[config.mk]
export PLATFORM = sky130hd
export DESIGN_NAME = alu_control_sequencer
export DESIGN_NICKNAME = d
export VERILOG_FILES = /design/src/rtl/cpu_pkg.sv /design/src/rtl/op_class_decoder.sv /design/src/rtl/alu_control_sequencer.sv
export SDC_FILE = /design/constraint.sdc
export NUM_CORES = 1
export LEC_CHECK = 0
export CAP_MARGIN = 10
export CORE_AREA = 10 10 106 108
export CTS_BUF_LIST = sky130_fd_sc_hd__clkbuf_16
export CTS_CLUSTER_SIZE = 10
export DETAILED_ROUTE_END_ITERATION = 10
export DIE_AREA = 0 0 116 118
export PLACE_DENSITY = 0.7
export SLEW_MARGIN = 15
export SYNTH_ARGS = -nofsm -noshare
export SYNTH_HDL_FRONTEND = slang
export SYNTH_SLANG_ARGS = --single-unit
[constraint.sdc]
create_clock -name clk -period 2.7 [get_ports clk]
set_input_delay 0.27 -clock clk [delete_from_list [all_inputs] [get_ports clk]]
set_output_delay 0.27 -clock clk [all_outputs]
set_load 0.03 [all_outputs]
[src/rtl/cpu_pkg.sv]
// Shared definitions for the hardwired control unit: opcodes, IR field layout,
// FSM/class encodings and the bundle of single-bit control outputs.
package cpu_pkg;

  localparam int OPC_W = 5;

  localparam logic [4:0] OPC_LD   = 5'b00000;
  localparam logic [4:0] OPC_LDI  = 5'b00001;
  localparam logic [4:0] OPC_ST   = 5'b00010;
  localparam logic [4:0] OPC_ADD  = 5'b00011;
  localparam logic [4:0] OPC_SUB  = 5'b00100;
  localparam logic [4:0] OPC_SHR  = 5'b00101;
  localparam logic [4:0] OPC_SHRA = 5'b00110;
  localparam logic [4:0] OPC_SHL  = 5'b00111;
  localparam logic [4:0] OPC_ROR  = 5'b01000;
  localparam logic [4:0] OPC_ROL  = 5'b01001;
  localparam logic [4:0] OPC_AND  = 5'b01010;
  localparam logic [4:0] OPC_OR   = 5'b01011;
  localparam logic [4:0] OPC_ADDI = 5'b01100;
  localparam logic [4:0] OPC_ANDI = 5'b01101;
  localparam logic [4:0] OPC_ORI  = 5'b01110;
  localparam logic [4:0] OPC_MUL  = 5'b01111;
  localparam logic [4:0] OPC_DIV  = 5'b10000;
  localparam logic [4:0] OPC_NEG  = 5'b10001;
  localparam logic [4:0] OPC_NOT  = 5'b10010;

  localparam int IR_RA_LSB = 23;
  localparam int IR_RB_LSB = 19;
  localparam int IR_RC_LSB = 15;
  localparam int IR_FLD_W  = 4;

  typedef enum logic [3:0] {
    S_IDLE, S_T0, S_T1, S_T2, S_T3, S_T4, S_T5, S_T6, S_DONE
  } state_t;

  typedef enum logic [2:0] {
    CLS_BINARY, CLS_IMM, CLS_MULDIV, CLS_UNARY, CLS_ILLEGAL
  } op_class_t;

  typedef struct packed {
    logic pc_out;
    logic zlo_out;
    logic zhi_out;
    logic mdr_out;
    logic c_out;
    logic mar_enable;
    logic pc_enable;
    logic pc_increment;
    logic mdr_enable;
    logic read;
    logic ir_enable;
    logic y_enable;
    logic z_enable;
    logic hi_enable;
    logic lo_enable;
    logic busy;
    logic done;
    logic illegal_op;
  } ctrl_t;

endpackage

[src/rtl/op_class_decoder.sv]
// Combinational opcode-to-class lookup; anything not an ALU operation is ILLEGAL.
module op_class_decoder
  import cpu_pkg::*;
#(
  parameter int OP_W = 5
) (
  input  logic [OP_W-1:0] i_opc,
  output op_class_t       o_cls
);

  localparam int XW = (OP_W > OPC_W) ? OP_W : OPC_W;

  logic [XW-1:0] w_opc;

  always_comb begin
    w_opc = XW'(i_opc);
    case (w_opc)
      XW'(OPC_ADD), XW'(OPC_SUB), XW'(OPC_SHR), XW'(OPC_SHRA), XW'(OPC_SHL),
      XW'(OPC_ROR), XW'(OPC_ROL), XW'(OPC_AND), XW'(OPC_OR):
        o_cls = CLS_BINARY;
      XW'(OPC_ADDI), XW'(OPC_ANDI), XW'(OPC_ORI):
        o_cls = CLS_IMM;
      XW'(OPC_MUL), XW'(OPC_DIV):
        o_cls = CLS_MULDIV;
      XW'(OPC_NEG), XW'(OPC_NOT):
        o_cls = CLS_UNARY;
      XW'(OPC_LD), XW'(OPC_LDI), XW'(OPC_ST):
        o_cls = CLS_ILLEGAL;
      default:
        o_cls = CLS_ILLEGAL;
    endcase
  end

endmodule

[src/rtl/alu_control_sequencer.sv]
// Hardwired fetch/decode/execute control FSM for the 32-bit bus datapath.
// Outputs are registered, decoded from the state being entered on each edge.
module alu_control_sequencer
  import cpu_pkg::*;
#(
  parameter int NUM_REGS    = 16,
  parameter int STEP_CYCLES = 1,
  parameter int OP_W        = 5
) (
  input  logic                clk,
  input  logic                clr,
  input  logic                start,
  input  logic [31:0]         ir,
  input  logic                mem_ready,
  output logic                pc_out,
  output logic                zlo_out,
  output logic                zhi_out,
  output logic                mdr_out,
  output logic                c_out,
  output logic                mar_enable,
  output logic                pc_enable,
  output logic                pc_increment,
  output logic                mdr_enable,
  output logic                read,
  output logic                ir_enable,
  output logic                y_enable,
  output logic                z_enable,
  output logic                hi_enable,
  output logic                lo_enable,
  output logic [NUM_REGS-1:0] reg_in_sel,
  output logic [NUM_REGS-1:0] reg_out_sel,
  output logic [OP_W-1:0]     op_code,
  output logic                busy,
  output logic                done,
  output logic                illegal_op
);

  localparam logic [3:0] STEP_LAST = 4'(STEP_CYCLES - 1);

  state_t                r_state, w_next;
  logic [3:0]            r_step, w_step_nxt;
  logic                  w_step_done, w_enter;
  logic                  r_mem_seen;
  op_class_t             w_cls_live, r_cls, w_cls;
  logic [IR_FLD_W-1:0]   r_ra, r_rb, r_rc, w_ra, w_rb, w_rc;
  logic [OP_W-1:0]       r_opc, w_opc;
  logic                  w_use_live;
  ctrl_t                 w_ctl, r_ctl;
  logic [NUM_REGS-1:0]   w_in_sel, w_out_sel, r_in_sel, r_out_sel;
  logic [OP_W-1:0]       w_op_out, r_op_out;
  logic                  w_unused;

  assign w_unused = ^ir[IR_RC_LSB-1:0];

  function automatic logic [NUM_REGS-1:0] onehot(input logic [IR_FLD_W-1:0] f);
    logic [NUM_REGS-1:0] v;
    v = '0;
    if (int'(f) < NUM_REGS) v = NUM_REGS'(1) << f;
    return v;
  endfunction

  op_class_decoder #(.OP_W(OP_W)) u_dec (
    .i_opc (ir[31:32-OP_W]),
    .o_cls (w_cls_live)
  );

  // IR is sampled live on the edge into T3 and from the latched copy afterwards.
  assign w_use_live = (r_state == S_T2);
  assign w_cls      = w_use_live ? w_cls_live : r_cls;
  assign w_opc      = w_use_live ? ir[31:32-OP_W] : r_opc;
  assign w_ra       = w_use_live ? ir[IR_RA_LSB +: IR_FLD_W] : r_ra;
  assign w_rb       = w_use_live ? ir[IR_RB_LSB +: IR_FLD_W] : r_rb;
  assign w_rc       = w_use_live ? ir[IR_RC_LSB +: IR_FLD_W] : r_rc;

  always_comb begin
    w_step_done = (r_step == STEP_LAST);
    w_next      = r_state;
    case (r_state)
      S_IDLE: if (start) w_next = S_T0;
      S_T0:   if (w_step_done) w_next = S_T1;
      // Leave the read step only once memory data has been captured.
      S_T1:   if (w_step_done && r_mem_seen) w_next = S_T2;
      S_T2:   if (w_step_done) w_next = S_T3;
      S_T3: begin
        if (r_cls == CLS_ILLEGAL)  w_next = S_IDLE;
        else if (w_step_done)      w_next = S_T4;
      end
      S_T4:   if (w_step_done) w_next = (r_cls == CLS_UNARY) ? S_DONE : S_T5;
      S_T5:   if (w_step_done) w_next = (r_cls == CLS_MULDIV) ? S_T6 : S_DONE;
      S_T6:   if (w_step_done) w_next = S_DONE;
      S_DONE: w_next = S_IDLE;
      default: w_next = S_IDLE;
    endcase

    w_enter = (w_next != r_state);
    if (w_enter)          w_step_nxt = '0;
    else if (w_step_done) w_step_nxt = r_step;
    else                  w_step_nxt = r_step + 4'd1;
  end

  always_comb begin
    w_ctl      = '0;
    w_in_sel   = '0;
    w_out_sel  = '0;
    w_op_out   = '0;
    w_ctl.busy = (w_next != S_IDLE);
    case (w_next)
      S_T0: begin
        w_ctl.pc_out       = 1'b1;
        w_ctl.mar_enable   = 1'b1;
        w_ctl.z_enable     = 1'b1;
        w_ctl.pc_increment = w_enter;
      end
      S_T1: begin
        w_ctl.zlo_out    = 1'b1;
        w_ctl.pc_enable  = 1'b1;
        w_ctl.read       = 1'b1;
        w_ctl.mdr_enable = mem_ready && !r_mem_seen;
      end
      S_T2: begin
        w_ctl.mdr_out   = 1'b1;
        w_ctl.ir_enable = 1'b1;
      end
      S_T3: begin
        case (w_cls)
          CLS_ILLEGAL: w_ctl.illegal_op = 1'b1;
          CLS_UNARY: begin
            w_out_sel      = onehot(w_rb);
            w_op_out       = w_opc;
            w_ctl.z_enable = 1'b1;
          end
          default: begin
            w_out_sel      = onehot(w_rb);
            w_ctl.y_enable = 1'b1;
          end
        endcase
      end
      S_T4: begin
        w_op_out = w_opc;
        case (w_cls)
          CLS_UNARY: begin
            w_ctl.zlo_out = 1'b1;
            w_in_sel      = onehot(w_ra);
          end
          CLS_IMM: begin
            w_ctl.c_out    = 1'b1;
            w_ctl.z_enable = 1'b1;
          end
          default: begin
            w_out_sel      = onehot(w_rc);
            w_ctl.z_enable = 1'b1;
          end
        endcase
      end
      S_T5: begin
        w_op_out      = w_opc;
        w_ctl.zlo_out = 1'b1;
        if (w_cls == CLS_MULDIV) w_ctl.lo_enable = 1'b1;
        else                     w_in_sel        = onehot(w_ra);
      end
      S_T6: begin
        w_op_out        = w_opc;
        w_ctl.zhi_out   = 1'b1;
        w_ctl.hi_enable = 1'b1;
      end
      S_DONE: begin
        w_op_out   = w_opc;
        w_ctl.done = 1'b1;
      end
      default: ;
    endcase
  end

  always_ff @(posedge clk or posedge clr) begin
    if (clr) begin
      r_state    <= S_IDLE;
      r_step     <= '0;
      r_mem_seen <= 1'b0;
      r_cls      <= CLS_ILLEGAL;
      r_ctl      <= '0;
      r_in_sel   <= '0;
      r_out_sel  <= '0;
      r_op_out   <= '0;
    end else begin
      r_state    <= w_next;
      r_step     <= w_step_nxt;
      r_mem_seen <= (w_next == S_T1) && (r_mem_seen || mem_ready);
      if (r_state == S_T2) r_cls <= w_cls_live;
      r_ctl      <= w_ctl;
      r_in_sel   <= w_in_sel;
      r_out_sel  <= w_out_sel;
      r_op_out   <= w_op_out;
    end
  end

  always_ff @(posedge clk) begin
    if (r_state == S_T2) begin
      r_opc <= ir[31:32-OP_W];
      r_ra  <= ir[IR_RA_LSB +: IR_FLD_W];
      r_rb  <= ir[IR_RB_LSB +: IR_FLD_W];
      r_rc  <= ir[IR_RC_LSB +: IR_FLD_W];
    end
  end

  assign pc_out       = r_ctl.pc_out;
  assign zlo_out      = r_ctl.zlo_out;
  assign zhi_out      = r_ctl.zhi_out;
  assign mdr_out      = r_ctl.mdr_out;
  assign c_out        = r_ctl.c_out;
  assign mar_enable   = r_ctl.mar_enable;
  assign pc_enable    = r_ctl.pc_enable;
  assign pc_increment = r_ctl.pc_increment;
  assign mdr_enable   = r_ctl.mdr_enable;
  assign read         = r_ctl.read;
  assign ir_enable    = r_ctl.ir_enable;
  assign y_enable     = r_ctl.y_enable;
  assign z_enable     = r_ctl.z_enable;
  assign hi_enable    = r_ctl.hi_enable;
  assign lo_enable    = r_ctl.lo_enable;
  assign busy         = r_ctl.busy;
  assign done         = r_ctl.done;
  assign illegal_op   = r_ctl.illegal_op;
  assign reg_in_sel   = r_in_sel;
  assign reg_out_sel  = r_out_sel;
  assign op_code      = r_op_out;

endmodule

# Yosys cells after proc, flatten, opt, wreduce, memory -nomap -nowiden
# Memory sizes are Yosys's and may differ from the RTL's.
# Index checks and enable logic that the tools add are counted.
# classes
addsub,1
mul,0
div,0
n_lt_le_gt_ge,0
n_eq_ne,24
shift,3
mux,46
bitwise_logic,0
reduce_logical,12
# ops
operator,n
16-bit two-way mux,4
4-bit two-way mux,16
16-bit case mux with 2 select lines,2
1-bit by 4-bit << shifter with 16-bit output (first input constant),3
4-bit by 3-bit equality test with 1-bit output (second input constant),8
4-bit case mux with 8 select lines,1
4-bit by 2-bit equality test with 1-bit output (second input constant),4
1-bit two-way mux,16
3-bit by 2-bit equality test with 1-bit output (second input constant),4
5-bit two-way mux,2
5-bit case mux with 2 select lines,1
4-bit by 1-bit equality test with 1-bit output (second input constant),2
4-bit logical NOT,2
3-bit equality test (second input constant),2
2-bit OR reduction,3
4-bit by 1-bit adder with 4-bit output (second input constant),1
4-bit equality test (second input constant),1
4-bit != test,1
4-bit nonzero test,1
4-bit OR reduction,1
3-bit by 1-bit equality test with 1-bit output (second input constant),1
1-bit logical AND,3
3-bit two-way mux,1
1-bit case mux with 3 select lines,1
5 further kinds,5
# totals
reg_bits,81
latchBits,0
mem_bits_rw,0
rom_bits,96
input_bits,36
out_inout_bits,55
elab_cells,113
memories,1
# mem_list
memory,depth,width,rd,rd_clocked_by_memory_dff,wr,line,source
(no name shown),32,3,1,0,0,op_class_decoder.sv:17,case (w_opc)

# Depth between registers and ports, before layout
# Gate-level depths: netlist of the first run.
# depth
ltp_word,7
mapped_depth,10
depth_no_buf,8

# Modules after synthesis
# A second synthesis of the first run with hierarchy kept.
# unflattened
cells_unflattened,351
area_unflattened_um2,3666.0
# by_module_without_submodules
mod,instances,cells_per_inst,area_each_um2,seq_area_each_um2
alu_control_sequencer,1,341,3582.2,1918.1
op_class_decoder,1,10,83.8,0.0

# Worst setup path before layout of the first run
# Ideal clock, no wire load.
# synth_path
kind,register to register
start,reg r_step[0]
end,"reg r_out_sel[0], in the netlist reg_out_sel[0]"
setup_ns,0.101
arrival_time_ns,2.262
t_required_ns,2.599
slack_ns,0.337
path_stages_with_launch,11
n_path_buf,2
period_less_slack_ns,2.363
cell_sequence,dfrtp_1 > inv_1 > ha_1 > or3b_1 > buf_2 > nand2_1 > a31oi_4 > a31oi_1 > nand3_2 > buf_2 > o32ai_1
# synth_via
elab_chain_cells,6
word_cells_on_any_way,14
cone_classes,eq/ne: 2; mux: 10; reduce/logical: 2
# synth_lines
element,line,source
"start, declared",alu_control_sequencer.sv:41,"logic [3:0] r_step, w_step_nxt;"
"start signal, assigned",alu_control_sequencer.sv:186,r_step <= w_step_nxt;
4-bit logical NOT (*),alu_control_sequencer.sv:76,w_step_done = (r_step == STEP_LAST);
4-bit two-way mux / 1-bit logical AND (equally long branches),"alu_control_sequencer.sv:86, alu_control_sequencer.sv:82",
4-bit two-way mux (on tied branches),"alu_control_sequencer.sv:85, alu_control_sequencer.sv:82",
4-bit case mux with 8 select lines (*),alu_control_sequencer.sv:78,case (r_state)
named net w_next[1],alu_control_sequencer.sv:40,"state_t r_state, w_next;"
4-bit by 3-bit equality test with 1-bit output,alu_control_sequencer.sv:107,case (w_next)
16-bit case mux with 2 select lines (*),alu_control_sequencer.sv:107,
named net w_out_sel[0],alu_control_sequencer.sv:49,"logic [NUM_REGS-1:0] w_in_sel, w_out_sel, r_in_sel, r_out_sel;"
"end signal, assigned",alu_control_sequencer.sv:191,r_out_sel <= w_out_sel;
"end, declared",alu_control_sequencer.sv:49,
# The timed path passes the listed nets; every way through them passes the cells marked *.
# A chain may end at the register's enable or synchronous reset.

# Worst setup path after layout of the first run
# layout_path
start,reg r_step[0]
end,"reg r_in_sel[3], in the netlist reg_in_sel[3]"
# layout_via
elab_chain_cells,6
word_cells_on_any_way,14
cone_classes,eq/ne: 2; mux: 10; reduce/logical: 2
# layout_lines
element,line,source
4-bit logical NOT (*),alu_control_sequencer.sv:76,
4-bit two-way mux / 1-bit logical AND (equally long branches),"alu_control_sequencer.sv:86, alu_control_sequencer.sv:82",
4-bit two-way mux (on tied branches),"alu_control_sequencer.sv:85, alu_control_sequencer.sv:82",
4-bit case mux with 8 select lines (*),alu_control_sequencer.sv:78,
named net w_next[1],alu_control_sequencer.sv:40,
4-bit by 3-bit equality test with 1-bit output,alu_control_sequencer.sv:107,
16-bit case mux with 2 select lines (*),alu_control_sequencer.sv:107,
named net w_in_sel[3],alu_control_sequencer.sv:49,
"end signal, assigned",alu_control_sequencer.sv:190,r_in_sel <= w_in_sel;
"end, declared",alu_control_sequencer.sv:49,
# Marked as above.

==> results of run 1 <==
[final timing paths]
check                                       from                   endpoint  slack (ns)  depth (start not counted)
setup / recovery           r_step[0]$_DFFE_PP0P_    reg_in_sel[3]$_DFF_PP0_        0.16                          9
hold / removal                               clr       mar_enable$_DFF_PP0_        0.37                          2
setup reg to reg           r_step[0]$_DFFE_PP0P_    reg_in_sel[3]$_DFF_PP0_        0.16                          9
hold reg to reg                 r_opc[1]$_DFF_P_           r_opc[1]$_DFF_P_        0.44                          2
max in group asynchronous                    clr  reg_out_sel[12]$_DFF_PP0_        1.65                          3
min in group clk                r_opc[1]$_DFF_P_           r_opc[1]$_DFF_P_        0.44                          2
[where the power goes]
part	total, mW	switching (mW)	internal (mW)
sequential	1.65	0.161	1.48
combinational	2.43	1.53	0.898
clock	1.34	0.516	0.827
[layout make-up]
cell class,count,share of cell area (%)
flip-flops and latches,80,39.4
multi-input cells,240,30.7
repair buffers,98,19.0
clock buffers,9,4.62
well taps,111,2.85
clock inverters,7,2.26
inverters,16,1.23
[layer usage]
layer / vias to the layer above / part of all wire (%) / track usage [%] / wire, um
met5: - / 0 / 0 / 0
met4: 0 / 1.6 / 6.26 / 148
met3: 10 / 8.4 / 3.57 / 757
met2: 95 / 47 / 21.3 / 4240
met1: 1383 / 43 / 16.4 / 3900
li1: 1444 / - / - / -
[cell usage after synthesis (3+ instances only)]
cell / n / area share, %
o21ai_0: 7 / 0.99
or3b_2: 3 / 0.74
buf_2: 8 / 1.1
a31oi_1: 5 / 0.88
nor4_1: 20 / 3.5
nand2_1: 77 / 8.2
dfrtp_1: 62 / 44
a211oi_1: 5 / 1.1
a21oi_1: 5 / 0.71
nand3_1: 8 / 1.1
nor4bb_1: 3 / 0.85
nor2_1: 15 / 1.6
o32ai_1: 16 / 4.0
o22ai_1: 3 / 0.53
inv_1: 16 / 1.7
dfxtp_1: 17 / 9.6
and2_1: 9 / 1.6
nand3b_1: 3 / 0.64
buf_4: 4 / 0.85
nand2b_1: 7 / 1.2
ha_1: 4 / 1.4
nor3_1: 8 / 1.1
clkbuf_1: 7 / 0.74
nor3b_1: 8 / 1.7
[flip-flops by register name, summed over array words and instances (netlist names), 3 cells and up]
name / count
r_cls: 3
reg_in_sel: 16
r_opc: 5
r_step: 4
r_rb: 4
r_rc: 4
reg_out_sel: 16
r_state: 4
op_code: 5
r_ra: 4
[metrics by stage]
step / TNS [ns] / power (mW) / hold slack, ns
after floorplan: 0 / 3.24 / 0.382
after global placement: 0 / 3.92 / 0.426
after detailed placement: -2.01 / 3.96 / 0.427
after CTS: 0 / 5.35 / 0.399
after global routing: 0 / 5.78 / 0.434
final: 0 / 5.42 / 0.374
[repair_timing]
item / in CTS / in global routing
endpoints found under the setup margin: 2 / 17
pin swaps: 0 / 1
setup buffers: 0 / 1
hold buffers: 0 / 0
gates resized for setup: 1 / 3
[worst max-delay path, stage by stage, from the launching register on]
cell      delay, ns
dfrtp_1        0.39
inv_1          0.10
ha_1           0.21
nor4bb_1       0.24
buf_4          0.17
o211ai_1       0.13
a31oi_4        0.35
and3_4         0.26
a31oi_4        0.19
nor4_1         0.37
[logic make-up after synthesis]
| logic type | after synthesis | synth area share (%) |
|---|---|---|
| simple gates | 175 | 25.8 |
| flops | 80 | 54.2 |
| compound gates | 56 | 12.4 |
| buf+inv | 37 | 4.88 |
| fa+ha+maj | 4 | 1.41 |
| xor+xnor | 3 | 0.743 |
| mux | 2 | 0.566 |
==> flow_metrics.py, run 1 <==
metrics = {
    "run_status": {
        "status": "complete, no violations",
    },
    "worst_setup_path": {
        "cp.required_ns": 2.92,
        "cp_max_fo": 16,
        "worstSetupPathType": "register to register",
        "arrival_ns": 2.75,
        "start_kind": "register",
        "worstSetupEndpointType": "register",
    },
    "power": {
        "ir_drop_mv": 0.545,
        "p_per_area_mw_per_mm2": 1110,
        "leakage_nw": 2.08,
    },
    "routing": {
        "dr.pass1.iters": 4,
        "viasPerCell": 5.23,
        "routedWlPerCell_um": 16.1,
        "drc": 0,
        "vias": 2932,
        "drt_iter0_markers": 123,
        "ant_nets": 0,
        "wl_mm": 9.04,
    },
    "timing": {
        "fin_skew_ns": 0.00733,
        "setup_violations": 0,
        "fmax_mhz": 394,
        "rsz0062_at_grt": "no",
        "finalCriticalPeriod_ns": 2.54,
        "relSlewSlack_pct": 53.2,
        "finalCritPeriodShare_pct": 94.0,
        "hold_viol": 0,
        "fin_ws_ns": 0.162,
        "worst_slew_pin_slew_ns": 0.701,
        "finalMaxSlewViolations": 0,
    },
    "place": {
        "dp_cells": 544,
        "place_area_mm2": 0.00449,
        "dp_slack_ns": -0.115,
        "io_buffers": 75,
        "hpwl_mm": 6.73,
        "gp_congestion": 0.862,
    },
    "grt": {
        "groute.usage.overall_pct": 13.4,
        "grt_pass1_wl_mm": 14.9,
        "grt_pass1_vias": 3010,
        "grt_max_degree": 34,
        "grt-ovfl-total": 0,
        "antenna_found_initial": 0,
    },
    "floorplanning": {
        "num_rows": 35,
        "dieArea_mm2": 0.0137,
        "die_w_um": 116,
        "core-area_mm2": 0.00911,
        "start_util_pct": 38.8,
        "num_io_pins": 91,
        "die_height_um": 118,
    },
    "synthesis": {
        "synth_cells": 357,
        "seq_area_frac_synth_pct": 54.2,
        "synth-seq-cells": 80,
        "async_flop_share_pct": 78.8,
        "synth.avg_cell_area_um2": 9.91,
        "synth.distinct_cells": 55,
        "synth_area_mm2": 0.00354,
        "synth_edf_count": 0,
        "syn_nets": 397,
        "ys_warn_count": 0,
        "synth_ff_type": "dfrtp_1",
    },
    "run": {
        "cap_violations": 0,
    },
    "cells_and_area": {
        "final-seq-area_mm2": 0.00192,
        "layout-drive-gt1-share_pct": 12.4,
        "layout_common_cells": "77 x nand2_1, 75 x clkdlybuf4s50_1, 62 x dfrtp_1, 23 x buf_4, 20 x nor4_1",
        "layout.cells.most_common": "nand2_1",
        "fillCellCount": 821,
        "fin_area_mm2": 0.00487,
        "synthToLayoutAreaGrowth_pct": 37.7,
        "layout.cells.non_filler": 561,
        "multi_input_area_mm2": 0.00149,
        "num-nets-final": 485,
        "diodes": 0,
        "utilization_pct": 53.5,
    },
    "cts": {
        "clk_pin_slew_ns": 0.06,
        "clkSinkCount": 80,
        "h-tree-depth": 3,
        "cts_tree": "done",
        "clk_latency_ns": 0.33,
        "cts_root_buf": "clkbuf_16",
        "clockBufferDepth": 2,
        "cts_buffers": 9,
    },
    "hold_path": {
        "min_path_type": "primary input to async pin",
    },
}
No activity file was read; power rests on OpenSTA's default activity.
==> run 2, diff against run 1 <==
- RECOVER_POWER: not set -> 25
- clock period: 2.7 -> 2.75 ns (I/O delays scaled with it)
==> run 2 against run 1 <==
  * Via count fell by 0.14%
  * Worst setup slack improved by 0.057 ns
  * Sequential share of layout area is 0.41 points higher
  * Highest routed layer unchanged
  * Critical endpoint is now reg_in_sel[9]$_DFF_PP0_
  * Clock power is 6% lower
  * Cell count shrank 0.36%
  * Register-to-register slack better by 0.06 ns
==> flow_metrics.py, run 2 (synthesis gave the netlist of run 1 again) <==
metrics = {
    "run_status": {
        "status": "complete, no violations",
    },
    "worst_setup_path": {
        "path_cells": "inv_1 -> ha_1 -> or3b_1 -> o21ai_0 -> or3b_2 -> a31oi_4 -> nor4_1",
        "reg2reg_slack_ns": 0.22,
        "worstSetupEndpointType": "register",
        "r2r-end": "reg_in_sel[9]$_DFF_PP0_",
        "cp.required_ns": 2.93,
        "worstSetupPathType": "register to register",
        "slowest_stage": "or3b_2",
        "cp_max_fo": 16,
        "critPathMaxStageDelay_ns": 0.53,
        "timing.rr.start": "r_step[0]$_DFFE_PP0P_",
        "start_kind": "register",
        "worst-r2r-cell-count": 7,
        "arrival_ns": 2.71,
    },
    "cts": {
        "h-tree-depth": 3,
        "clk_pin_slew_ns": 0.06,
        "post_cts_buffers": 0,
        "cts_root_buf": "clkbuf_16",
        "cts_buffers": 9,
        "cts_tree": "done",
        "clk_latency_ns": 0.33,
        "clockBufferDepth": 2,
        "clkSinkCount": 80,
    },
    "place": {
        "dp_cells": 543,
        "hpwl_mm": 6.82,
        "io_buffers": 75,
        "gp_congestion": 0.895,
    },
    "floorplanning": {
        "num_io_pins": 91,
        "die_height_um": 118,
        "dieArea_mm2": 0.0137,
        "num_rows": 35,
        "core-area_mm2": 0.00911,
        "start_util_pct": 38.8,
        "die_w_um": 116,
    },
    "power": {
        "switching_share_pct": 40.3,
        "ir_drop_mv": 0.616,
        "internal-power_mw": 3.09,
        "power.total_mw": 5.18,
        "p_per_area_mw_per_mm2": 1070,
        "comb_power_share_pct": 44.2,
        "switchingPower_mw": 2.09,
        "leakage_nw": 2.05,
        "share_seq_of_total_power_pct": 31.4,
        "power_frac_clock_pct": 24.4,
    },
    "grt": {
        "grt.met1_usage_pct": 16.0,
        "grt_max_degree": 32,
        "grt_pass1_wl_mm": 14.7,
        "antenna_found_initial": 0,
        "grt_pass1_vias": 2950,
        "grt_busiest_layer": "met2",
        "grt-ovfl-total": 0,
        "met3_usage_pct": 3.62,
        "met2_usage_pct": 21.5,
        "groute.usage.overall_pct": 13.1,
    },
    "cells_and_area": {
        "num-nets-final": 483,
        "multi_input_area_mm2": 0.00148,
        "synthToLayoutAreaGrowth_pct": 36.3,
        "layout.cells.non_filler": 559,
        "final-seq-area_mm2": 0.00192,
        "diodes": 0,
        "layout_common_cells": "77 x nand2_1, 74 x clkdlybuf4s50_1, 62 x dfrtp_1, 20 x nor4_1, 19 x buf_4",
        "layout-drive-gt1-share_pct": 11.2,
        "layout.cells.most_common": "nand2_1",
        "fillCellCount": 843,
    },
    "timing": {
        "finalMaxSlewViolations": 0,
        "finalCriticalPeriod_ns": 2.53,
        "hold_viol": 0,
        "relSlewSlack_pct": 19.2,
        "fin_skew_ns": 0.00571,
        "setup_violations": 0,
        "worst_slew_pin_slew_ns": 1.21,
        "fmax_mhz": 395,
        "rsz0062_at_grt": "no",
        "finalCritPeriodShare_pct": 92.0,
    },
    "routing": {
        "ant_nets": 0,
        "wl_mm": 8.84,
        "routedWlPerCell_um": 15.8,
        "drt_iter0_markers": 167,
        "drc": 0,
        "viasPerCell": 5.24,
        "dr.pass1.iters": 5,
        "vias": 2928,
    },
    "run": {
        "cap_violations": 0,
    },
    "hold_path": {
        "holdCritStartpoint": "r_opc[4]$_DFF_P_",
        "min_path_cells": 2,
        "whs_endpoint": "r_opc[4]$_DFF_P_",
        "min_path_type": "register to register",
    },
}
run 2: cell count changes in the layout (fill, tap and decap cells not counted), sizes merged:
cell | previous run | this run
buf | 23 | 19
clkbuf | 9 | 11
clkdlybuf4s50 | 75 | 74
clkinv | 1 | 2
dlygate4sd3 | 0 | 1
inv | 19 | 18
run 2: stage by stage:
step,TNS (ns),hold slack (ns),util [%],cell area (um2),setup WS [ns]
finish,0,0.446,52.9,4820,0.219
global route,0,0.461,52.9,4820,0.0102
CTS,0,0.397,52.8,4810,0.0385
detailed placement,-0.444,0.429,49.3,4490,-0.0474
global placement,0,0.426,49.3,4490,0.0713
floorplan,0,0.387,-,3540,0.387
run 2: power by group through the flow:
stage	Clock (mW)	Sequential [mW]	Combinational, mW
after floorplan	0	1.76	1.42
after global placement	0	1.64	2.20
after detailed placement	0	1.65	2.24
after CTS	1.28	1.63	2.25
after global routing	1.34	1.66	2.54
final	1.26	1.63	2.29
run 2: metal layers:
layer	vias to the layer above	wire length [um]
li1	1435	-
met1	1376	3800
met2	102	4190
met3	15	675
met4	0	172
met5	-	0
run 2: worst max-delay path, delay by kind of cell (launching register included):
kind                     cells  cell delay [ns]
AND/OR/NAND/NOR              3             1.08
AO/OA/AOI/OAI                2             0.57
flip-flops                   1             0.40
adder cells (fa/ha/maj)      1             0.23
buffers and inverters        1             0.09
run 2: final cells by class:
| cell class | instances | share of cell area, % |
|---|---|---|
| flip-flops and latches | 80 | 39.8 |
| multi-input cells | 240 | 30.8 |
| repair buffers | 96 | 18.7 |
| clock buffers | 9 | 4.67 |
| well taps | 111 | 2.88 |
| clock inverters | 7 | 1.95 |
| inverters | 16 | 1.25 |
run 2: worst max-delay path by stage:
stage	from	endpoint	cells past startpoint
2_1_floorplan	r_step[0]$_DFFE_PP0P_	reg_out_sel[0]$_DFF_PP0_	10
3_3_place_gp	ir[27]	reg_out_sel[4]$_DFF_PP0_	8
3_5_place_dp	start	reg_in_sel[11]$_DFF_PP0_	7
4_1_cts	r_step[0]$_DFFE_PP0P_	reg_in_sel[11]$_DFF_PP0_	8
5_1_grt	r_step[0]$_DFFE_PP0P_	reg_in_sel[14]$_DFF_PP0_	9
6_report	r_step[0]$_DFFE_PP0P_	reg_in_sel[9]$_DFF_PP0_	7
run 2: what timing repair did:
item / in CTS / in global routing
gates resized for setup: 0 / 3
hold buffers: 0 / 0
endpoints found under the setup margin: 0 / 31
==> run 3, diff against run 2 <==
- ABC_CLOCK_PERIOD_IN_PS: not set -> 2750
==> results of run 3 <==
No change in the layout: final DEF, timing and power equal those of run 2.
